**src/rtl/const_lut_pkg.sv**
```systemverilog
// -----------------------------------------------------------------------------
// const_lut_pkg
// Shared definitions for the constant-LUT sharing logic.
//   LUT_IDX_W / LUT_DATA_W : geometry of the combinational constant LUT
//   MAX_REQ                : widest requester vector the picker function handles
//   lut_idx_t / lut_data_t : LUT index and data types
//   onehot_rr()            : round-robin one-hot grant over up to MAX_REQ requests
// -----------------------------------------------------------------------------
package const_lut_pkg;

  localparam int unsigned LUT_IDX_W  = 3;
  localparam int unsigned LUT_DATA_W = 8;
  localparam int unsigned MAX_REQ    = 4;

  typedef logic [LUT_IDX_W-1:0]  lut_idx_t;
  typedef logic [LUT_DATA_W-1:0] lut_data_t;

  // Searches from last+1 upward, wrapping modulo num_req, and returns the
  // first set request as a one-hot vector. Bits at or above num_req must be
  // zero in req; they are never selected.
  function automatic logic [MAX_REQ-1:0] onehot_rr(input logic [MAX_REQ-1:0] req,
                                                   input logic [1:0]         last,
                                                   input int unsigned        num_req);
    logic [MAX_REQ-1:0] gnt;
    logic               found;
    logic [1:0]         pos;
    gnt   = '0;
    found = 1'b0;
    pos   = '0;
    for (int unsigned k = 1; k <= MAX_REQ; k++) begin
      if (k <= num_req) begin
        pos = 2'((32'(last) + k) % num_req);
        if (!found && req[pos]) begin
          gnt[pos] = 1'b1;
          found    = 1'b1;
        end
      end
    end
    return gnt;
  endfunction

endpackage

```
**src/rtl/const_lut_arbiter_if.sv**
```systemverilog
// -----------------------------------------------------------------------------
// const_lut_arbiter_if
// Bundles the requester, LUT and response signals of const_lut_arbiter.
//   arb_en       : 1 = grants allowed, 0 = arbitration frozen
//   req_valid    : per-requester lookup request
//   req_idx      : packed indices, requester i at [i*IDX_W +: IDX_W]
//   req_ready    : one-hot combinational grant
//   lut_idx      : index presented to the external LUT
//   lut_data     : LUT output for lut_idx, same cycle
//   rsp_valid    : one-hot registered response strobe
//   rsp_data     : registered LUT value
//   rsp_idx      : registered echo of the granted index
//   conflict_cnt : saturating count of contended cycles
// Modports: slave = arbiter side, master = requesters + LUT side.
// -----------------------------------------------------------------------------
interface const_lut_arbiter_if
  import const_lut_pkg::*;
#(
  parameter int unsigned NUM_REQ = 2,
  parameter int unsigned IDX_W   = LUT_IDX_W,
  parameter int unsigned DATA_W  = LUT_DATA_W,
  parameter int unsigned CNT_W   = 8
);

  logic                     arb_en;
  logic [NUM_REQ-1:0]       req_valid;
  logic [NUM_REQ*IDX_W-1:0] req_idx;
  logic [NUM_REQ-1:0]       req_ready;
  logic [IDX_W-1:0]         lut_idx;
  logic [DATA_W-1:0]        lut_data;
  logic [NUM_REQ-1:0]       rsp_valid;
  logic [DATA_W-1:0]        rsp_data;
  logic [IDX_W-1:0]         rsp_idx;
  logic [CNT_W-1:0]         conflict_cnt;

  modport slave (
    input  arb_en, req_valid, req_idx, lut_data,
    output req_ready, lut_idx, rsp_valid, rsp_data, rsp_idx, conflict_cnt
  );

  modport master (
    output arb_en, req_valid, req_idx, lut_data,
    input  req_ready, lut_idx, rsp_valid, rsp_data, rsp_idx, conflict_cnt
  );

endinterface

```
**src/rtl/const_lut_arbiter_rr_grant.sv**
```systemverilog
// -----------------------------------------------------------------------------
// rr_grant
// Combinational round-robin picker, reusable by any shared-resource arbiter.
//   i_req  : request vector (NUM_REQ bits)
//   i_last : index of the most recently granted requester
//   i_en   : 0 forces the grant to all zeros
//   o_gnt  : one-hot grant, the first request after i_last (wrapping)
// -----------------------------------------------------------------------------
module rr_grant
  import const_lut_pkg::*;
#(
  parameter  int unsigned NUM_REQ = 2,
  localparam int unsigned PTR_W   = (NUM_REQ > 1) ? $clog2(NUM_REQ) : 1
) (
  input  logic [NUM_REQ-1:0] i_req,
  input  logic [PTR_W-1:0]   i_last,
  input  logic               i_en,
  output logic [NUM_REQ-1:0] o_gnt
);

  logic [MAX_REQ-1:0] w_fullGnt;

  // The package function works on a fixed MAX_REQ-wide vector; the padded
  // upper request bits are zero, so only the low NUM_REQ grant bits can set.
  assign w_fullGnt = onehot_rr(MAX_REQ'(i_req), 2'(i_last), NUM_REQ);
  assign o_gnt     = i_en ? NUM_REQ'(w_fullGnt) : '0;

endmodule

```
**src/rtl/const_lut_arbiter.sv**
```systemverilog
// -----------------------------------------------------------------------------
// const_lut_arbiter
// Shares one combinational constant LUT between NUM_REQ requesters with fair
// round-robin arbitration, one lookup per cycle and a registered response one
// cycle after the grant.
//   clk   : single clock, all state on the rising edge
//   rst_n : asynchronous active-low reset
//   bus   : const_lut_arbiter_if.slave (requests, LUT port, responses, counter)
// -----------------------------------------------------------------------------
module const_lut_arbiter
  import const_lut_pkg::*;
#(
  parameter int unsigned NUM_REQ = 2,
  parameter int unsigned IDX_W   = LUT_IDX_W,
  parameter int unsigned DATA_W  = LUT_DATA_W,
  parameter int unsigned CNT_W   = 8
) (
  input  logic                clk,
  input  logic                rst_n,
  const_lut_arbiter_if.slave  bus
);

  localparam int unsigned PTR_W = (NUM_REQ > 1) ? $clog2(NUM_REQ) : 1;

  logic [PTR_W-1:0]   r_lastGrant;
  logic [NUM_REQ-1:0] r_rspValid;
  logic [DATA_W-1:0]  r_rspData;
  logic [IDX_W-1:0]   r_rspIdx;
  logic [CNT_W-1:0]   r_conflictCnt;

  logic [NUM_REQ-1:0] w_gnt;
  logic [PTR_W-1:0]   w_gntIdx;
  logic [IDX_W-1:0]   w_lutIdx;
  logic               w_anyGnt;
  logic               w_conflict;

  rr_grant #(
    .NUM_REQ (NUM_REQ)
  ) u_rrGrant (
    .i_req  (bus.req_valid),
    .i_last (r_lastGrant),
    .i_en   (bus.arb_en),
    .o_gnt  (w_gnt)
  );

  // Turn the one-hot grant into an index and steer the winner's LUT index;
  // with no grant the LUT sees index 0.
  always_comb begin
    w_gntIdx = '0;
    w_lutIdx = '0;
    for (int i = 0; i < NUM_REQ; i++) begin
      if (w_gnt[i]) begin
        w_gntIdx = PTR_W'(i);
        w_lutIdx = bus.req_idx[i*IDX_W +: IDX_W];
      end
    end
  end

  assign w_anyGnt   = |w_gnt;
  assign w_conflict = bus.arb_en && ($countones(bus.req_valid) >= 2);

  assign bus.req_ready    = w_gnt;
  assign bus.lut_idx      = w_lutIdx;
  assign bus.rsp_valid    = r_rspValid;
  assign bus.rsp_data     = r_rspData;
  assign bus.rsp_idx      = r_rspIdx;
  assign bus.conflict_cnt = r_conflictCnt;

  // Response and pointer registers. The pointer resets to the last requester
  // so requester 0 wins first. Data and index hold when nothing is granted.
  always_ff @(posedge clk or negedge rst_n) begin
    if (!rst_n) begin
      r_lastGrant <= PTR_W'(NUM_REQ - 1);
      r_rspValid  <= '0;
      r_rspData   <= '0;
      r_rspIdx    <= '0;
    end else if (w_anyGnt) begin
      r_lastGrant <= w_gntIdx;
      r_rspValid  <= w_gnt;
      r_rspData   <= bus.lut_data;
      r_rspIdx    <= w_lutIdx;
    end else begin
      r_rspValid  <= '0;
    end
  end

  // Saturating count of contended cycles; stops at all-ones, never wraps.
  always_ff @(posedge clk or negedge rst_n) begin
    if (!rst_n) begin
      r_conflictCnt <= '0;
    end else if (w_conflict && (r_conflictCnt != '1)) begin
      r_conflictCnt <= r_conflictCnt + 1'b1;
    end
  end

endmodule

```
**src/flat_wrapper.sv**
```systemverilog
// flat-port wrapper written by rule: the top's interface ports become plain ports
module const_lut_arbiter_flat import const_lut_pkg::*;
#(
  parameter int unsigned NUM_REQ = 2,
  parameter int unsigned IDX_W   = LUT_IDX_W,
  parameter int unsigned DATA_W  = LUT_DATA_W,
  parameter int unsigned CNT_W   = 8
)
  (clk, rst_n, bus_arb_en, bus_req_valid, bus_req_idx, bus_lut_data, bus_req_ready, bus_lut_idx, bus_rsp_valid, bus_rsp_data, bus_rsp_idx, bus_conflict_cnt);
  const_lut_arbiter_if #(.NUM_REQ(NUM_REQ), .IDX_W(IDX_W), .DATA_W(DATA_W), .CNT_W(CNT_W)) bus_i ();
  input  logic clk;
  input  logic rst_n;
  input wire logic [$bits(bus_i.arb_en)-1:0] bus_arb_en;
  input wire logic [$bits(bus_i.req_valid)-1:0] bus_req_valid;
  input wire logic [$bits(bus_i.req_idx)-1:0] bus_req_idx;
  input wire logic [$bits(bus_i.lut_data)-1:0] bus_lut_data;
  output wire logic [$bits(bus_i.req_ready)-1:0] bus_req_ready;
  output wire logic [$bits(bus_i.lut_idx)-1:0] bus_lut_idx;
  output wire logic [$bits(bus_i.rsp_valid)-1:0] bus_rsp_valid;
  output wire logic [$bits(bus_i.rsp_data)-1:0] bus_rsp_data;
  output wire logic [$bits(bus_i.rsp_idx)-1:0] bus_rsp_idx;
  output wire logic [$bits(bus_i.conflict_cnt)-1:0] bus_conflict_cnt;
  assign bus_i.arb_en = bus_arb_en;
  assign bus_i.req_valid = bus_req_valid;
  assign bus_i.req_idx = bus_req_idx;
  assign bus_i.lut_data = bus_lut_data;
  assign bus_req_ready = bus_i.req_ready;
  assign bus_lut_idx = bus_i.lut_idx;
  assign bus_rsp_valid = bus_i.rsp_valid;
  assign bus_rsp_data = bus_i.rsp_data;
  assign bus_rsp_idx = bus_i.rsp_idx;
  assign bus_conflict_cnt = bus_i.conflict_cnt;
  const_lut_arbiter #(.NUM_REQ(NUM_REQ), .IDX_W(IDX_W), .DATA_W(DATA_W), .CNT_W(CNT_W)) u_core (.clk(clk), .rst_n(rst_n), .bus(bus_i));
endmodule
```
**config.mk**
```make
export PLATFORM = sky130hd
export DESIGN_NAME = const_lut_arbiter_flat
export DESIGN_NICKNAME = d
export VERILOG_FILES = /design/src/rtl/const_lut_pkg.sv /design/src/rtl/const_lut_arbiter_if.sv /design/src/rtl/const_lut_arbiter_rr_grant.sv /design/src/rtl/const_lut_arbiter.sv /design/src/flat_wrapper.sv
export SDC_FILE = /design/constraint.sdc
export NUM_CORES = 1
export LEC_CHECK = 0
export ABC_CLOCK_PERIOD_IN_PS = 5170
export CORE_MARGIN = 5
export CORE_UTILIZATION = 44
export CTS_BUF_LIST = sky130_fd_sc_hd__clkbuf_16
export CTS_CLUSTER_SIZE = 12
export DETAILED_ROUTE_END_ITERATION = 16
export PLACE_DENSITY = 0.84
export SLEW_MARGIN = 40
export SYNTH_ARGS = -nofsm -noshare
export SYNTH_HDL_FRONTEND = slang
export SYNTH_SLANG_ARGS = --single-unit
```
**constraint.sdc**
```tcl
create_clock -name clk -period 5.17 [get_ports clk]
set_clock_uncertainty 0.05 [all_clocks]
set_input_delay 1.551 -clock clk [delete_from_list [all_inputs] [get_ports clk]]
set_output_delay 1.551 -clock clk [all_outputs]
set_load 0.05 [all_outputs]
```
# Word level (Yosys, flattened, before mapping)
# Cells that the tools add are included.
[word_totals]
regBits = 22
romBits = 0
elab_cells = 39
ram_bits = 0
mem_count = 0
latch_bits = 0
in_bits = 19
output_inout_bits = 26
[op_classes]
n_mul = 0
addsub = 4
div = 0
n_mux = 16
n_eq_ne = 1
bitwise = 1
order_cmp = 5
reduce_logical = 7
n_shift = 0
[op_table]
columns = ["operator", "count"]
rows = [
  ["$ge A32 B3 Y1 const B", 1],
  ["$add A8 B1 Y8 const B", 1],
  ["$mux W1", 8],
  ["$mux W2", 4],
  ["$ne A8 B8 Y1 const B", 1],
  ["$lt A1 B3 Y1 const B", 2],
  ["$mux W3", 2],
  ["$logic_and A1 B1 Y1", 5],
  ["$add A1 B1 Y1 const B", 2],
  ["$add A1 B1 Y2", 1],
  ["$demux W1 S1", 2],
  ["$ge A1 B1 Y1 const B", 2],
  ["$or A2 B2 Y2", 1],
  ["$reduce_or A2 Y1", 1],
  ["$logic_not A1 Y1", 1],
]

# Logic depth before layout (Yosys ltp)
# Gate-level depths: netlist of the first run.
[logic_depth]
word_depth = 11
ltp_mapped = 5
mapped_depth_nobuf = 4

# Hierarchy
# From an unflattened synthesis of the first run, not the netlist that was laid out.
[unflattened]
hier_cells = 82
area_unflattened_um2 = 992.2
[modules_own_cells]
columns = ["module", "seq_area_each_um2", "n_inst", "area_each_um2", "cells_per_inst"]
rows = [
  ["const_lut_arbiter", 551.8, 1, 970.9, 77],
  ["rr_grant", 0.0, 1, 21.3, 5],
]

# Worst setup path after synthesis of the first run
# No wires, ideal clock.
[synth_timing]
path_kind = "input port to output port"
startpoint = "in bus_req_valid[0]"
endpoint = "out bus_lut_idx[0]"
cell_stages = 4
setup_slack_ns = 0.789
n_path_buf = 1
t_required_ns = 3.569
arrival_time_ns = 2.780
cell_sequence = "buf_4 -> a21boi_0 -> a32oi_1 -> nor2_1"
[synth_between]
elab_chain_cells = 9
word_cells_on_any_way = 13
classes_between = "mux (10); bitwise (1); reduce/logical (2)"
[synth_lines]
columns = ["item", "line", "rtl"]
rows = [
  ["start, declared", "flat_wrapper.sv:14", "input wire logic [$bits(bus_i.req_valid)-1:0] bus_req_valid;"],
  ["$mux W1 (implied by the code) (2 in series)", "const_lut_pkg.sv:33", "if (!found && req[pos]) begin"],
  ["$mux W1", "const_lut_pkg.sv:33", ""],
  ["$logic_not A1 Y1", "const_lut_pkg.sv:33", ""],
  ["$logic_and A1 B1 Y1", "const_lut_pkg.sv:33", ""],
  ["$mux W2 *", "const_lut_pkg.sv:33", ""],
  ["$mux W2 *", "const_lut_arbiter_rr_grant.sv:26", "assign o_gnt = i_en ? NUM_REQ'(w_fullGnt) : '0;"],
  ["$mux W3", "const_lut_arbiter.sv:52", "if (w_gnt[i]) begin"],
  ["$mux W3 *", "const_lut_arbiter.sv:52", ""],
  ["end, declared", "flat_wrapper.sv:18", "output wire logic [$bits(bus_i.lut_idx)-1:0] bus_lut_idx;"],
]
# Every way passes the cells marked *; elsewhere a longest branch is shown, timed or not. The select of a mux whose other input is x is not followed.

# Final worst setup path of the first run
[layout_timing]
startpoint = "in bus_req_valid[1]"
endpoint = "out bus_req_ready[0]"
[layout_between]
elab_chain_cells = 7
word_cells_on_any_way = 11
classes_between = "mux (8); bitwise (1); reduce/logical (2)"
[layout_lines]
columns = ["item", "line", "rtl"]
rows = [
  ["$mux W1 (implied by the code) (2 in series)", "const_lut_pkg.sv:33", ""],
  ["$mux W1", "const_lut_pkg.sv:33", ""],
  ["$logic_not A1 Y1", "const_lut_pkg.sv:33", ""],
  ["$logic_and A1 B1 Y1", "const_lut_pkg.sv:33", ""],
  ["$mux W2 *", "const_lut_pkg.sv:33", ""],
  ["$mux W2 *", "const_lut_arbiter_rr_grant.sv:26", ""],
  ["end, declared", "flat_wrapper.sv:17", "output wire logic [$bits(bus_i.req_ready)-1:0] bus_req_ready;"],
]
# Marks and branches as above.

==> impl_metrics.tcl, run 1 <==
set metrics [dict create \
    slew_viol_final 0 \
    power_density_mw_per_mm2 439 \
    ys_types 27 \
    finalSetupTns_ps 0 \
    first_global_vias 879 \
    overflow 0 \
    num_rows 17 \
    drtPass1Iterations 4 \
    yosys.area_share.simple_pct 13.9 \
    hold_viol_final 0 \
    cts_buffers 3 \
    final_common_cell "clkdlybuf4s50_1" \
    track_usage_pct 16.5 \
    yosysWarnings 0 \
    drc 0 \
    swShare_pct 39.8 \
    reg2reg_to "u_core.bus.conflict_cnt[4]" \
    rsz0062_at_grt "no" \
    pwr-share-clk_pct 23.0 \
    hpwl_um 1990 \
    ys_seq_elements 22 \
    drive_above_1_share_pct 17.4 \
    synthMuxAreaShare_pct 13.2 \
    ioPinCount 45 \
    relSlewSlack_pct 65.5 \
    synth_xor_area_share_pct 0.863 \
    met3_usage_pct 4.45 \
    htreeDepth 1 \
    clock_path_buffers 2 \
    post-cts-setup-buffers 0 \
    fill_cells 175 \
    dieArea_mm2 0.00337 \
    gp_congestion 0.876 \
    synthAdderAreaFrac_pct 1.23 \
    r2r_start "u_core.bus.conflict_cnt[0]" \
    vias 866 \
    cp_max_fo 6 \
    r2r_cells 4 \
    drt_wl_total_um 2590 \
    clock_latency_ps 250 \
    worst_hold_path.num_cells 2 \
    maxCapViolCount 0 \
    viasPerCell 5.41 \
    core_area_mm2 0.00221 \
    ant_nets 0 \
    hp-class "reg -> reg" \
    seqPwrFrac_pct 35.3 \
    start_util_pct 45.9 \
    min_period_over_period_pct 94.0 \
    crit_chain "clkdlybuf4s50_1 > nand2b_1 > and3_1 > clkdlybuf4s50_1" \
    holdBufCountCts 0 \
    grt_max_degree 23 \
    synthesis.nets 106 \
    yosysTopAreaCellShare_pct 51.8 \
    synth_cells 86 \
    path_common_cell "clkdlybuf4s50_1" \
    combPwrFrac_pct 41.6 \
    synth_top_family_by_area "simple AND/OR/NAND/NOR gates" \
    synth-seq-area-share_pct 54.4 \
    drt_iter0_drc 17 \
    syn_to_final_growth_pct 56.6 \
    die_y_um 58.0 \
    min_period_ps 4860 \
    fp.dieW_um 58.0 \
    final_cell_mix "clkdlybuf4s50_1 (39), dfrtp_1 (21), mux2_2 (10)" \
    cpPeakStageDelay_ps 810 \
    p_int_uw 420 \
    wl_per_cell_um 16.2 \
    setup_viol 0 \
    hp-start "u_core.bus.rsp_idx[2]" \
    synth_area_leaders "dfrtp_1 (52%), mux2_2 (11%), a21boi_0 (3.0%)" \
    crit_slowest_cell "clkdlybuf4s50_1" \
    required_ps 3570 \
    fin_nets 153 \
    clk_pin_slew_ps 60 \
    clockRootBuffer "clkbuf_16" \
    ctsResizeCount 0 \
    antenna_found_initial 0 \
    antenna_cells 0 \
    grt_pass1_wl_um 4210 \
    synth_top_area_cell "dfrtp_1" \
    power_switching_uw 278 \
    crit_start "bus_req_valid[1]" \
    regToRegSetupSlack_ps 3690 \
    criticalPathCategory "in -> out" \
    avgSynthCellArea_um2 11.8 \
    status "finished, final reports clean" \
    fmax_ghz 0.206 \
    finalPower_uw 698 \
    synth_compound_area_share_pct 13.1 \
    syn_area_mm2 0.00101 \
    io_buffers 44 \
    clkSinkCount 22 \
    top_usage_layer "met2" \
    globalRouteMet1Util_pct 19.7 \
    startpoint_type "primary input" \
    cp.arrival_ps 3260 \
    cts_tree "built" \
    p_leak_uw 0.000650 \
    max-vdd-ir-drop_mv 0.333 \
    endpoint_kind "primary output" \
    hold_end "u_core.bus.rsp_idx[2]" \
    worst_slew_pin_slew_ps 516 \
    globalRouteMet2Util_pct 28.4 \
]
==> per-layer routing <==
metal | up-vias | part of all wire [%]
met5 | - | 0
met4 | 0 | 1.4
met3 | 4 | 7.0
met2 | 34 | 49
met1 | 418 | 42
li1 | 410 | -
==> critical path: cells and delay by family <==
family,cells,cell delay (ps)
buffers and inverters,2,1310
AND/OR/NAND/NOR,2,390
==> through the flow <==
step | instances | util [%] | cell area (um^2) | hold slack [ps] | worst slack [ps]
2_1_floorplan | 86 | - | 1010 | 457 | 789
3_3_place_gp | 156 | 68.5 | 1520 | 417 | 398
3_5_place_dp | 156 | 68.3 | 1510 | 442 | 323
4_1_cts | 160 | 71.8 | 1590 | 454 | 311
5_1_grt | 160 | 71.8 | 1590 | 474 | 295
6_report | 160 | 71.8 | 1590 | 444 | 310
==> area by class of cell <==
| type | count | area, um^2 | area share [%] |
|---|---|---|---|
| clock inverters | 1 | 3.75 | 0.236 |
| well taps | 28 | 35.0 | 2.20 |
| clock buffers | 3 | 75.1 | 4.72 |
| inverters | 1 | 3.75 | 0.236 |
| multi-input cells | 59 | 429 | 27.0 |
| repair buffers | 46 | 490 | 30.9 |
| flip-flops and latches | 22 | 552 | 34.7 |
==> cells in the mapped netlist, drive strengths merged <==
cell type,instances
dfrtp,21
mux2,11
nand2,6
a21boi,4
buf,4
nor3,4
o21ai,4
a32oi,3
nand3,3
nand4,3
nor2,3
o21bai,3
a21oi,2
and2,2
and3,2
nand2b,2
a211oi,1
a31oi,1
a41o,1
and4,1
dfstp,1
ha,1
inv,1
mux2i,1
xnor2,1
==> power by group through the flow <==
stage | clock network [uW] | logic [uW] | registers (uW)
after floorplan | 0 | 70.4 | 356
after global placement | 0 | 288 | 246
after detailed placement | 0 | 292 | 248
after CTS | 164 | 294 | 246
after global routing | 171 | 305 | 254
final | 161 | 291 | 247
==> flip-flops by register name, summed over array words and instances (netlist names) <==
register / cells
u_core.bus.conflict_cnt: 8
u_core.bus.rsp_data: 8
u_core.bus.rsp_idx: 3
u_core.bus.rsp_valid: 2
u_core.r_lastGrant: 1
==> worst max-delay path by stage <==
stage	to	slack, ps	cells after the start
after floorplan	bus_lut_idx[0]	790	4
after global placement	bus_req_ready[0]	400	4
after detailed placement	bus_req_ready[0]	320	4
after CTS	bus_req_ready[0]	310	4
after global routing	bus_req_ready[0]	300	4
final	bus_req_ready[0]	310	4
==> cells by family after synthesis <==
family / count (synthesis)
and+or+nand+nor: 26
DFF: 22
AOI/OAI and AO/OA: 19
muxes: 12
buffers and inverters: 5
xor gates and xnor gates: 1
adders and majority gates: 1
No activity file was read; power rests on OpenSTA's default activity.
==> inputs of run 2 (changes only) <==
--- a/config.mk
+++ b/config.mk
@@ -6,13 +6,14 @@
 export NUM_CORES = 1
 export LEC_CHECK = 0
 export ABC_CLOCK_PERIOD_IN_PS = 5170
+export CELL_PAD_IN_SITES_DETAIL_PLACEMENT = 0
+export CELL_PAD_IN_SITES_GLOBAL_PLACEMENT = 2
 export CORE_MARGIN = 5
-export CORE_UTILIZATION = 44
+export CORE_UTILIZATION = 26
 export CTS_BUF_LIST = sky130_fd_sc_hd__clkbuf_16
-export CTS_CLUSTER_SIZE = 12
+export CTS_CLUSTER_SIZE = 40
 export DETAILED_ROUTE_END_ITERATION = 16
-export PLACE_DENSITY = 0.84
-export SLEW_MARGIN = 40
+export PLACE_DENSITY_LB_ADDON = 0.1
 export SYNTH_ARGS = -nofsm -noshare
 export SYNTH_HDL_FRONTEND = slang
 export SYNTH_SLANG_ARGS = --single-unit
==> impl_metrics.tcl, run 2 (synthesized netlist as in run 1, its figures left out) <==
set metrics [dict create \
    relSlewSlack_pct 34.0 \
    ioPinCount 45 \
    grt_pass1_wl_um 4110 \
    clk_pin_slew_ps 60 \
    setup_viol 0 \
    final_cells 180 \
    core_area_mm2 0.00372 \
    htreeDepth 1 \
    slew_viol_final 0 \
    viasPerCell 4.79 \
    globalRouteMet1Util_pct 12.3 \
    final_common_cell "clkdlybuf4s50_1" \
    min_period_over_period_pct 91.3 \
    placed_area_mm2 0.00154 \
    vias 862 \
    status "finished, final reports clean" \
    hp-class "reg -> reg" \
    first_global_vias 869 \
    fp.dieW_um 72.5 \
    r2r_start "u_core.bus.conflict_cnt[0]" \
    die_y_um 72.5 \
    endpoint_kind "primary output" \
    grt_max_degree 23 \
    drt_wl_total_um 2490 \
    syn_to_final_growth_pct 61.9 \
    placed_cells 176 \
    top_usage_layer "met2" \
    power_density_mw_per_mm2 456 \
    holdBufCountCts 0 \
    dieArea_mm2 0.00525 \
    hold_end "u_core.bus.rsp_idx[2]" \
    cts_tree "built" \
    worst_hold_path.num_cells 2 \
    fmax_ghz 0.212 \
    track_usage_pct 9.99 \
    io_buffers 44 \
    p_leak_uw 0.000664 \
    clock_latency_ps 250 \
    globalRouteMet2Util_pct 15.7 \
    drt_iter0_drc 20 \
    ant_nets 0 \
    design_area_mm2 0.00164 \
    start_util_pct 27.3 \
    post-cts-setup-buffers 0 \
    clock_path_buffers 2 \
    met3_usage_pct 3.60 \
    drtPass1Iterations 4 \
    rsz0062_at_grt "no" \
    r2r_cells 3 \
    finalSetupTns_ps 0 \
    hold_viol_final 0 \
    hp-start "u_core.bus.rsp_idx[2]" \
    worst_slew_pin_slew_ps 986 \
    gp_congestion 0.727 \
    clockRootBuffer "clkbuf_16" \
    hpwl_um 1920 \
    maxCapViolCount 0 \
    clkSinkCount 22 \
    cts_buffers 3 \
    antenna_cells 0 \
    reg2reg_to "u_core.bus.conflict_cnt[1]" \
    ctsResizeCount 0 \
    min_period_ps 4720 \
    drive_above_1_share_pct 18.2 \
    cp_max_fo 6 \
    required_ps 3570 \
    cp.arrival_ps 3120 \
    drc 0 \
    startpoint_type "primary input" \
    num_rows 22 \
    max-vdd-ir-drop_mv 0.292 \
    final_cell_mix "clkdlybuf4s50_1 (39), dfrtp_1 (21), mux2_2 (10)" \
    fin_nets 153 \
    regToRegSetupSlack_ps 3700 \
    antenna_found_initial 0 \
    overflow 0 \
    criticalPathCategory "in -> out" \
    wl_per_cell_um 13.8 \
]
==> run 2: metrics by stage <==
stage / utilization [%] / worst slack [ps] / power [uW] / hold WS [ps]
global route: 44.2 / 375 / 786 / 481
CTS: 44.2 / 462 / 761 / 454
finish: 44.2 / 452 / 750 / 445
global placement: 41.4 / 509 / 540 / 436
floorplan: - / 789 / 426 / 457
detailed placement: 41.4 / 458 / 543 / 437
==> run 2: layout make-up <==
| type | instances | area (um^2) |
|---|---|---|
| Inverter | 1 | 3.75 |
| Multi-Input combinational cell | 59 | 429 |
| Fill cell | 355 | 2070 |
| Clock inverter | 1 | 30.0 |
| Sequential cell | 22 | 552 |
| Tap cell | 48 | 60.1 |
| Clock buffer | 3 | 75.1 |
| Timing Repair Buffer | 46 | 493 |
==> run 2: critical path: stages <==
cell,delay [ps]
clkdlybuf4s50_1,580
a21boi_0,470
a32oi_1,150
nor2_1,210
buf_12,170
==> run 2: worst max-delay path by stage <==
stage	startpoint	end	slack, ps	cells past startpoint
6_report	bus_req_valid[1]	bus_lut_idx[0]	450	5
3_5_place_dp	bus_req_valid[1]	bus_lut_idx[1]	460	5
4_1_cts	bus_req_valid[1]	bus_lut_idx[1]	460	5
2_1_floorplan	bus_req_valid[0]	bus_lut_idx[0]	790	4
3_3_place_gp	bus_req_valid[1]	bus_lut_idx[0]	510	5
5_1_grt	bus_req_valid[1]	bus_lut_idx[2]	370	5
==> run 2: per-layer routing <==
layer  vias to the layer above  share of wire (%)
li1                        409                  -
met1                       425                 43
met2                        26                 47
met3                         2                9.5
met4                         0               0.68
met5                         -                  0
==> run 2: where the power goes <==
group	leakage (uW)	total (uW)	internal (uW)	switching, uW
combinational	0.000342	289	110	179
sequential	0.000271	246	207	39.0
clock	0.0000511	215	154	61.3
==> inputs of run 3 (changes only) <==
--- a/config.mk
+++ b/config.mk
@@ -6,6 +6,7 @@
 export NUM_CORES = 1
 export LEC_CHECK = 0
 export ABC_CLOCK_PERIOD_IN_PS = 5170
+export CAP_MARGIN = 30
 export CELL_PAD_IN_SITES_DETAIL_PLACEMENT = 0
 export CELL_PAD_IN_SITES_GLOBAL_PLACEMENT = 2
 export CORE_MARGIN = 5
==> impl_metrics.tcl, run 3 (synthesized netlist as in run 1, its figures left out) <==
set metrics [dict create \
    hpwl_um 1980 \
    overflow 0 \
    track_usage_pct 10.0 \
    wl_per_cell_um 14.0 \
    die_y_um 72.5 \
    finalSetupTns_ps 0 \
    max-vdd-ir-drop_mv 0.220 \
    startpoint_type "primary input" \
    syn_to_final_growth_pct 64.6 \
    maxCapViolCount 0 \
    worst_slew_pin_slew_ps 517 \
    clock_latency_ps 250 \
    clock_path_buffers 2 \
    relSlewSlack_pct 65.3 \
    final_common_cell "clkdlybuf4s50_1" \
    viasPerCell 4.75 \
    grt_pass1_wl_um 4080 \
    seq_area_um2 552 \
    ctsResizeCount 0 \
    multi_input_area_um2 429 \
    endpoint_kind "primary output" \
    drtPass1Iterations 4 \
    final_cell_mix "clkdlybuf4s50_1 (39), dfrtp_1 (21), mux2_2 (10)" \
    cp_max_fo 6 \
    drc 0 \
    cts_buffers 3 \
    required_ps 3570 \
    final_cells 181 \
    ioPinCount 45 \
    drt_iter0_drc 29 \
    core_area_mm2 0.00372 \
    min_period_ps 4720 \
    ant_nets 0 \
    clk_pin_slew_ps 60 \
    grt_max_degree 18 \
    first_global_vias 860 \
    start_util_pct 27.3 \
    setup_viol 0 \
    gp_congestion 0.727 \
    fp.dieW_um 72.5 \
    placed_area_mm2 0.00157 \
    fill_cells 358 \
    clkSinkCount 22 \
    fin_nets 154 \
    fmax_ghz 0.212 \
    num_rows 22 \
    criticalPathCategory "in -> out" \
    status "finished, final reports clean" \
    io_buffers 44 \
    drive_above_1_share_pct 18.8 \
    placed_cells 177 \
    globalRouteMet1Util_pct 13.3 \
    cts_tree "built" \
    dieArea_mm2 0.00525 \
    drt_wl_total_um 2540 \
    rsz0062_at_grt "no" \
    design_area_mm2 0.00167 \
    holdBufCountCts 0 \
    min_period_over_period_pct 91.3 \
    antenna_found_initial 0 \
    clockRootBuffer "clkbuf_16" \
    antenna_cells 0 \
    slew_viol_final 0 \
    power_density_mw_per_mm2 452 \
    met3_usage_pct 3.19 \
    globalRouteMet2Util_pct 15.4 \
    top_usage_layer "met2" \
    post-cts-setup-buffers 0 \
    hold_viol_final 0 \
    vias 859 \
    hp-class "reg -> reg" \
    p_leak_uw 0.000677 \
    cp.arrival_ps 3120 \
    htreeDepth 1 \
]
==> run 3: metal layers <==
layer  wire length, um  part of all wire (%)  up-vias
met5                 0                     0        -
met4                14                  0.55        0
met3               212                   8.4        2
met2              1150                    45       32
met1              1160                    46      416
li1                  -                     -      409
==> run 3: layout make-up <==
type / count / area share, %
flip-flops and latches: 22 / 33.0
repair buffers: 47 / 31.2
multi-input cells: 59 / 25.7
clock buffers: 3 / 4.49
well taps: 48 / 3.60
clock inverters: 1 / 1.80
inverters: 1 / 0.225
==> run 3: path summary, 6_finish.rpt <==
check | start | endpoint | slack, ps | depth (start not counted)
setup reg to reg | u_core.bus.conflict_cnt[0] | u_core.bus.conflict_cnt[1] | 3690 | 3
min in group asynchronous | rst_n | u_core.bus.rsp_valid[0] | 1540 | 1
hold / removal | u_core.bus.rsp_idx[0] | u_core.bus.rsp_idx[0] | 440 | 2
hold reg to reg | u_core.bus.rsp_idx[0] | u_core.bus.rsp_idx[0] | 440 | 2
max in group asynchronous | rst_n | u_core.r_lastGrant | 3030 | 2
setup / recovery | bus_req_valid[1] | bus_lut_idx[1] | 450 | 5
==> run 3: report_power, final <==
group,internal [uW],switching [uW]
Sequential,207,39.8
Combinational,113,181
Clock,154,60.7
Total,473,281
==> run 3: metrics by stage <==
step	hold WS [ps]	setup WS [ps]	utilization, %	total power [uW]
4_1_cts	449	483	44.9	762
3_5_place_dp	436	481	42.1	547
3_3_place_gp	436	509	41.4	540
6_report	440	450	44.9	755
2_1_floorplan	457	789	-	426
5_1_grt	481	331	44.9	789
==> run 3: critical path, stage by stage <==
cell and delay, ps:
clkdlybuf4s50_1 570, a21boi_0 480, a32oi_1 130, nor2_1 220, buf_12 170
==> patch 1, RTL diff (config.mk and constraints of run 1) <==
`CNT_W` is set to 8 in 3 places; all go to 6.
--- a/src/rtl/const_lut_arbiter_if.sv
+++ b/src/rtl/const_lut_arbiter_if.sv
@@ -20,5 +20,5 @@
   parameter int unsigned IDX_W   = LUT_IDX_W,
   parameter int unsigned DATA_W  = LUT_DATA_W,
-  parameter int unsigned CNT_W   = 8
+  parameter int unsigned CNT_W   = 6
 );
 
--- a/src/rtl/const_lut_arbiter.sv
+++ b/src/rtl/const_lut_arbiter.sv
@@ -14,5 +14,5 @@
   parameter int unsigned IDX_W   = LUT_IDX_W,
   parameter int unsigned DATA_W  = LUT_DATA_W,
-  parameter int unsigned CNT_W   = 8
+  parameter int unsigned CNT_W   = 6
 ) (
   input  logic                clk,
--- a/src/flat_wrapper.sv
+++ b/src/flat_wrapper.sv
@@ -5,5 +5,5 @@
   parameter int unsigned IDX_W   = LUT_IDX_W,
   parameter int unsigned DATA_W  = LUT_DATA_W,
-  parameter int unsigned CNT_W   = 8
+  parameter int unsigned CNT_W   = 6
 )
   (clk, rst_n, bus_arb_en, bus_req_valid, bus_req_idx, bus_lut_data, bus_req_ready, bus_lut_idx, bus_rsp_valid, bus_rsp_data, bus_rsp_idx, bus_conflict_cnt);
Interface: changed (resized bus_conflict_cnt); port bits go from 45 to 43. No check against the original RTL was run, so the function may have changed too.
==> patch 1 against run 1 <==
Die area fell by 9.8%. Core utilization grew 0.20 points. Routed wire length is 16% lower. Highest routed layer unchanged. Largest cell class unchanged. Cell area shrank 12%. Power shrank 6.4%. Sequential cell count fell by 2. Setup slack better by 420 ps. Synthesized area decreased by 12%.
==> patch 1: results (changes against run 1) <==
* Run status: complete, no violations
- The worst setup slack after placement is 744 ps (+421 ps).
* Total number of nets in the final design: 141 (-7.8%)
- The total routing resource utilization after global routing is 16.5% (about the same).
* Worst hold margin: 437 ps (-7.19 ps)
- The total iterations of the first detailed-routing run was 5 (+1).
- Pin count of the biggest net entering global routing: 21 (-8.7%)
* Unique masters post-synth: 21 (-22%)
- The path with the worst hold slack has its endpoint at u_core.bus.rsp_idx[0].
- Post-synthesis xor/xnor area fraction: 0.979% (+0.12 points)
- Effective utilization at floorplan: 46.1% (+0.20 points)
* Sum of routed wire length over all layers: 2170 um (-16%)
- Worst reg-to-reg setup slack: 3670 ps (-20 ps)
* Syn Area/Cell: 11.8 um^2 (-0.24%)
- The weighted congestion at the end of routability-driven global placement is 0.782 (-11%).
* Via count: 761 (-12%)
- The clock latency of the later-clocked register in the worst-skew pair was 250 ps (about the same).
- The largest fanout on the critical path was 14 (+8).
- The number of port buffers came to 42 (-4.5%).
* Hold path start: u_core.bus.rsp_idx[0]
- Max stage delay cell, worst path: sky130_fd_sc_hd__clkdlybuf4s50_1
- Sorting the synthesized cells by area gives the leading types as sky130_fd_sc_hd__dfrtp_1 (53%), sky130_fd_sc_hd__mux2_2 (15%), sky130_fd_sc_hd__nand2_1 (6.3%).
* Max-slew headroom at the worst pin: 65.1% (-0.43 points)
* Count of routing violations after the opening detailed-route iteration: 8 (-9)
- The number of global-route vias before repair is 806 (-8.3%).
* Global-route wire length before repair: 3500 um (-17%)
- Net count after synthesis: 96 (-9.4%)
* Wire per inst: 14.7 um (-8.7%)
- The portion of netlist area occupied by mux cells is 16.2% (+3.0 points).
* Filler instances: 144 (-18%)
- Post-synthesis sequential area ratio: 56.1% (+1.7 points)
- Worst r2r dst: u_core.bus.conflict_cnt[1]
- Counting instances in the post-synthesis netlist gives the leading cell types as sky130_fd_sc_hd__dfrtp_1 (19), sky130_fd_sc_hd__nand2_1 (15), sky130_fd_sc_hd__mux2_2 (12).
- The post-synthesis compound-gate area fraction came to 8.53% (-4.5 points).
* Leakage power: 0.604 nW (-7.1%)
- HPWL after detailed placement: 1590 um (-20%)
- Maximum single-stage delay on the critical path: 720 ps (-90 ps)
- The adder and majority cell fraction of the synthesized area is 1.40% (+0.17 points).
* IR drop worst, VDD: 0.000368 V (+11%)
- Arrival time worst endpoint: 2840 ps (-420 ps)
- Hold crit path type: flip-flop to flip-flop
patch 1: cell count changes after synthesis, sizes merged, moves of 3 or more:
cell    delta
nand2      +9
a21boi     -4
nor3       -4
a32oi      -3
and3       +3
o21bai     -3
o221ai     +3
o22ai      +3
patch 1: layout make-up:
class	instances	area, um^2	share of cell area, %
Clock buffer	3	75.1	5.37
Clock inverter	1	3.75	0.268
Multi-Input combinational cell	53	374	26.7
Sequential cell	20	502	35.9
Tap cell	27	33.8	2.42
Timing Repair Buffer	43	410	29.3
patch 1: kinds of logic (layout without fill, tap and decap cells):
| group | count (synthesis) | count (layout) |
|---|---|---|
| AOI/OAI and AO/OA | 11 | 11 |
| buffers and inverters | 3 | 47 |
| and+or+nand+nor | 27 | 27 |
| DFF | 20 | 20 |
| muxes | 13 | 13 |
| adders and majority gates | 1 | 1 |
| xor gates and xnor gates | 1 | 1 |
patch 1: report_power, final:
| group | total [mW] | switching, mW | internal [mW] |
|---|---|---|---|
| clock network | 0.158 | 0.0552 | 0.103 |
| registers | 0.221 | 0.0308 | 0.191 |
| logic | 0.274 | 0.172 | 0.102 |
| total | 0.653 | 0.258 | 0.396 |
patch 1: metrics by stage:
step / utilization (%) / instance area, um^2
2_1_floorplan: - / 895
3_3_place_gp: 68.2 / 1330
3_5_place_dp: 68.0 / 1320
4_1_cts: 72.0 / 1400
5_1_grt: 72.0 / 1400
6_report: 72.0 / 1400
patch 1: worst register-to-register path, delay by kind of cell (launching register included):
kind / cells / cell delay, ps
flops: 1 / 410
mux: 1 / 350
fa+ha+maj: 1 / 230
compound gates: 1 / 210
simple gates: 1 / 140
patch 1: worst max path at each step:
stage                     endpoint  slack, ps       start
finish              bus_lut_idx[1]        730  bus_arb_en
global route        bus_lut_idx[1]        640  bus_arb_en
CTS                 bus_lut_idx[1]        740  bus_arb_en
detailed placement  bus_lut_idx[1]        740  bus_arb_en
global placement    bus_lut_idx[0]        820  bus_arb_en
floorplan           bus_lut_idx[0]        900  bus_arb_en
patch 1: layer usage:
metal	wire (um)	up-vias	global-route usage [%]
met1	871	359	18.5
met3	201	4	6.17
li1	-	362	-
met4	36	0	7.69
met2	1060	36	27.6
met5	0	-	0
==> patch 2, RTL diff (flow settings as in run 1) <==
Made on the original files. Make the reset (`rst_n`) synchronous in 2 clocked blocks. Comments in the files are not updated.
--- a/src/rtl/const_lut_arbiter.sv
+++ b/src/rtl/const_lut_arbiter.sv
@@ -69,5 +69,5 @@
   // Response and pointer registers. The pointer resets to the last requester
   // so requester 0 wins first. Data and index hold when nothing is granted.
-  always_ff @(posedge clk or negedge rst_n) begin
+  always_ff @(posedge clk) begin
     if (!rst_n) begin
       r_lastGrant <= PTR_W'(NUM_REQ - 1);
@@ -86,5 +86,5 @@
 
   // Saturating count of contended cycles; stops at all-ones, never wraps.
-  always_ff @(posedge clk or negedge rst_n) begin
+  always_ff @(posedge clk) begin
     if (!rst_n) begin
       r_conflictCnt <= '0;
Behaviour: differs if rst_n is asserted again (counterexample within 4 cycles, from zero or initial values and one cycle with rst_n low); with rst_n held inactive, the same outputs for 10 cycles.
==> patch 2 against run 1 <==
Setup slack got worse by 31 ps. Routed wire length shrank 4.6%. Cell area fell by 1.7%. Global-route usage shrank 0.52 points. Core utilization decreased by 0.50 points. Synthesized area decreased by 2.3%. First-iteration DRC count down 5.9%. Critical path depth unchanged. Highest routed layer unchanged. Die area down 1.9%. Register-to-register slack got worse by 110 ps. Sequential cell count is the same. Critical path type unchanged. Critical endpoint unchanged.
Power is not compared: it rests on default switching activity, and its combinational part moved more than twofold at a synthesized area within 25%.
==> patch 2: results (changes against run 1) <==
* Count of routing violations after the opening detailed-route iteration: 16 (-1)
* Share of post-route cells with drive strength above 1: 8.78% (-8.6 points)
- The setup TNS was 0 ps (unchanged).
- Max-slew headroom at the worst pin: 51.8% (-14 points)
- Syn Area/Cell: 9.44 um^2 (-20%)
* Number of cell instances on the worst register-to-register path: 5 (+1)
* Arrival time worst endpoint: 3290 ps (+30 ps)
- After synthesis, the most frequently instantiated cells are sky130_fd_sc_hd__dfxtp_1 (22), sky130_fd_sc_hd__nand2_1 (18), sky130_fd_sc_hd__a21boi_0 (9).
- Worst slack, placed: 330 ps (+6.88 ps)
- Hold crit path type: flip-flop to flip-flop
* Vias/cell: 5.15 (-4.8%)
- The post-detailed-placement cell area is 0.00148 mm^2 (-1.7%).
- Fraction of met2 tracks used by global routing: 27.7% (-0.65 points)
- Total number of nets in the final design: 169 (+10%)
* Top Family by Delay on Critical Path: buffers and inverters
* Hold EP: u_core.bus.rsp_data[5]
- The number of global-route vias before repair came to 930 (+5.8%).
- Unique masters post-synth: 29 (+7.4%)
* Global-route wire length before repair: 4190 um (-0.50%)
- The total of cells resized after clock tree synthesis came to 0 (unchanged).
- HPWL after detailed placement: 1840 um (-7.5%)
- Wire per inst: 14.0 um (-13%)
* Worst reg-to-reg setup slack: 3580 ps (-110 ps)
* Async set or reset register ratio after synthesis: 0% (-100 points)
- The total routing resource utilization after global routing was 16.0% (-0.52 points).
* Met1 Use GR: 16.6% (-3.1 points)
- Final worst-path cycle share: 94.6% (+0.60 points)
- The startpoint identified for the worst register-to-register timing path is u_core.bus.conflict_cnt[0].
- Inserted Diodes: 0 (unchanged)
- The weighted congestion at the end of routability-driven global placement was 0.679 (-23%).
- The final-layout fill cell count came to 165 (-5.7%).
- The post-synth net total was 125 (+18%).
* Final non-filler cell total: 176 (+10%)
- Worst hold margin: 417 ps (-27.5 ps)
- The clock edge transition at the registers on the reported setup and hold paths came to 60 ps (about the same).
- The count of synthesis-stage warnings from yosys is 0 (unchanged).
- The number of antenna violations at the first check in global routing was 0 (unchanged).
* Fraction of met3 tracks used by global routing: 6.56% (+2.1 points)
- The post-synthesis sequential area ratio came to 44.4% (-9.9 points).
- Pin count of the biggest net entering global routing: 24 (+4.3%)
* Post-layout total power: 0.429 mW
- Hold path start: u_core.bus.rsp_data[5]
* Clk root buf: sky130_fd_sc_hd__clkbuf_16
* Area contributors post-synth: sky130_fd_sc_hd__dfxtp_1 (44%), sky130_fd_sc_hd__a21boi_0 (6.8%), sky130_fd_sc_hd__nand2_1 (6.8%)
- Run status: complete, no violations
- The number of port buffers was 44 (unchanged).
- In this run the critical register-to-register path is captured at u_core.bus.conflict_cnt[7].
## patch 2: final cells by class
cell class | count | area, um^2 | share of cell area (%)
clock buffers | 3 | 75.1 | 4.80
flip-flops and latches | 22 | 440 | 28.2
multi-input cells | 78 | 528 | 33.8
well taps | 28 | 35.0 | 2.24
repair buffers | 44 | 480 | 30.7
clock inverters | 1 | 3.75 | 0.240
## patch 2: metal layers
metal | part of all wire, % | vias to the layer above | wire (um)
met4 | 1.5 | 0 | 36
met5 | 0 | - | 0
li1 | - | 456 | -
met1 | 39 | 407 | 961
met2 | 50 | 38 | 1230
met3 | 9.5 | 6 | 235
## patch 2: logic make-up (layout without fill, tap and decap cells)
kind of cell    count (synthesis)  count (layout)  synth area share, %
flops                          22              22                 44.4
xor+xnor                        3               3                 2.65
mux                             1               1                 1.01
compound gates                 29              29                 22.5
fa+ha+maj                       1               1                 1.26
simple gates                   44              44                 25.9
buf+inv                         5              48                 2.27
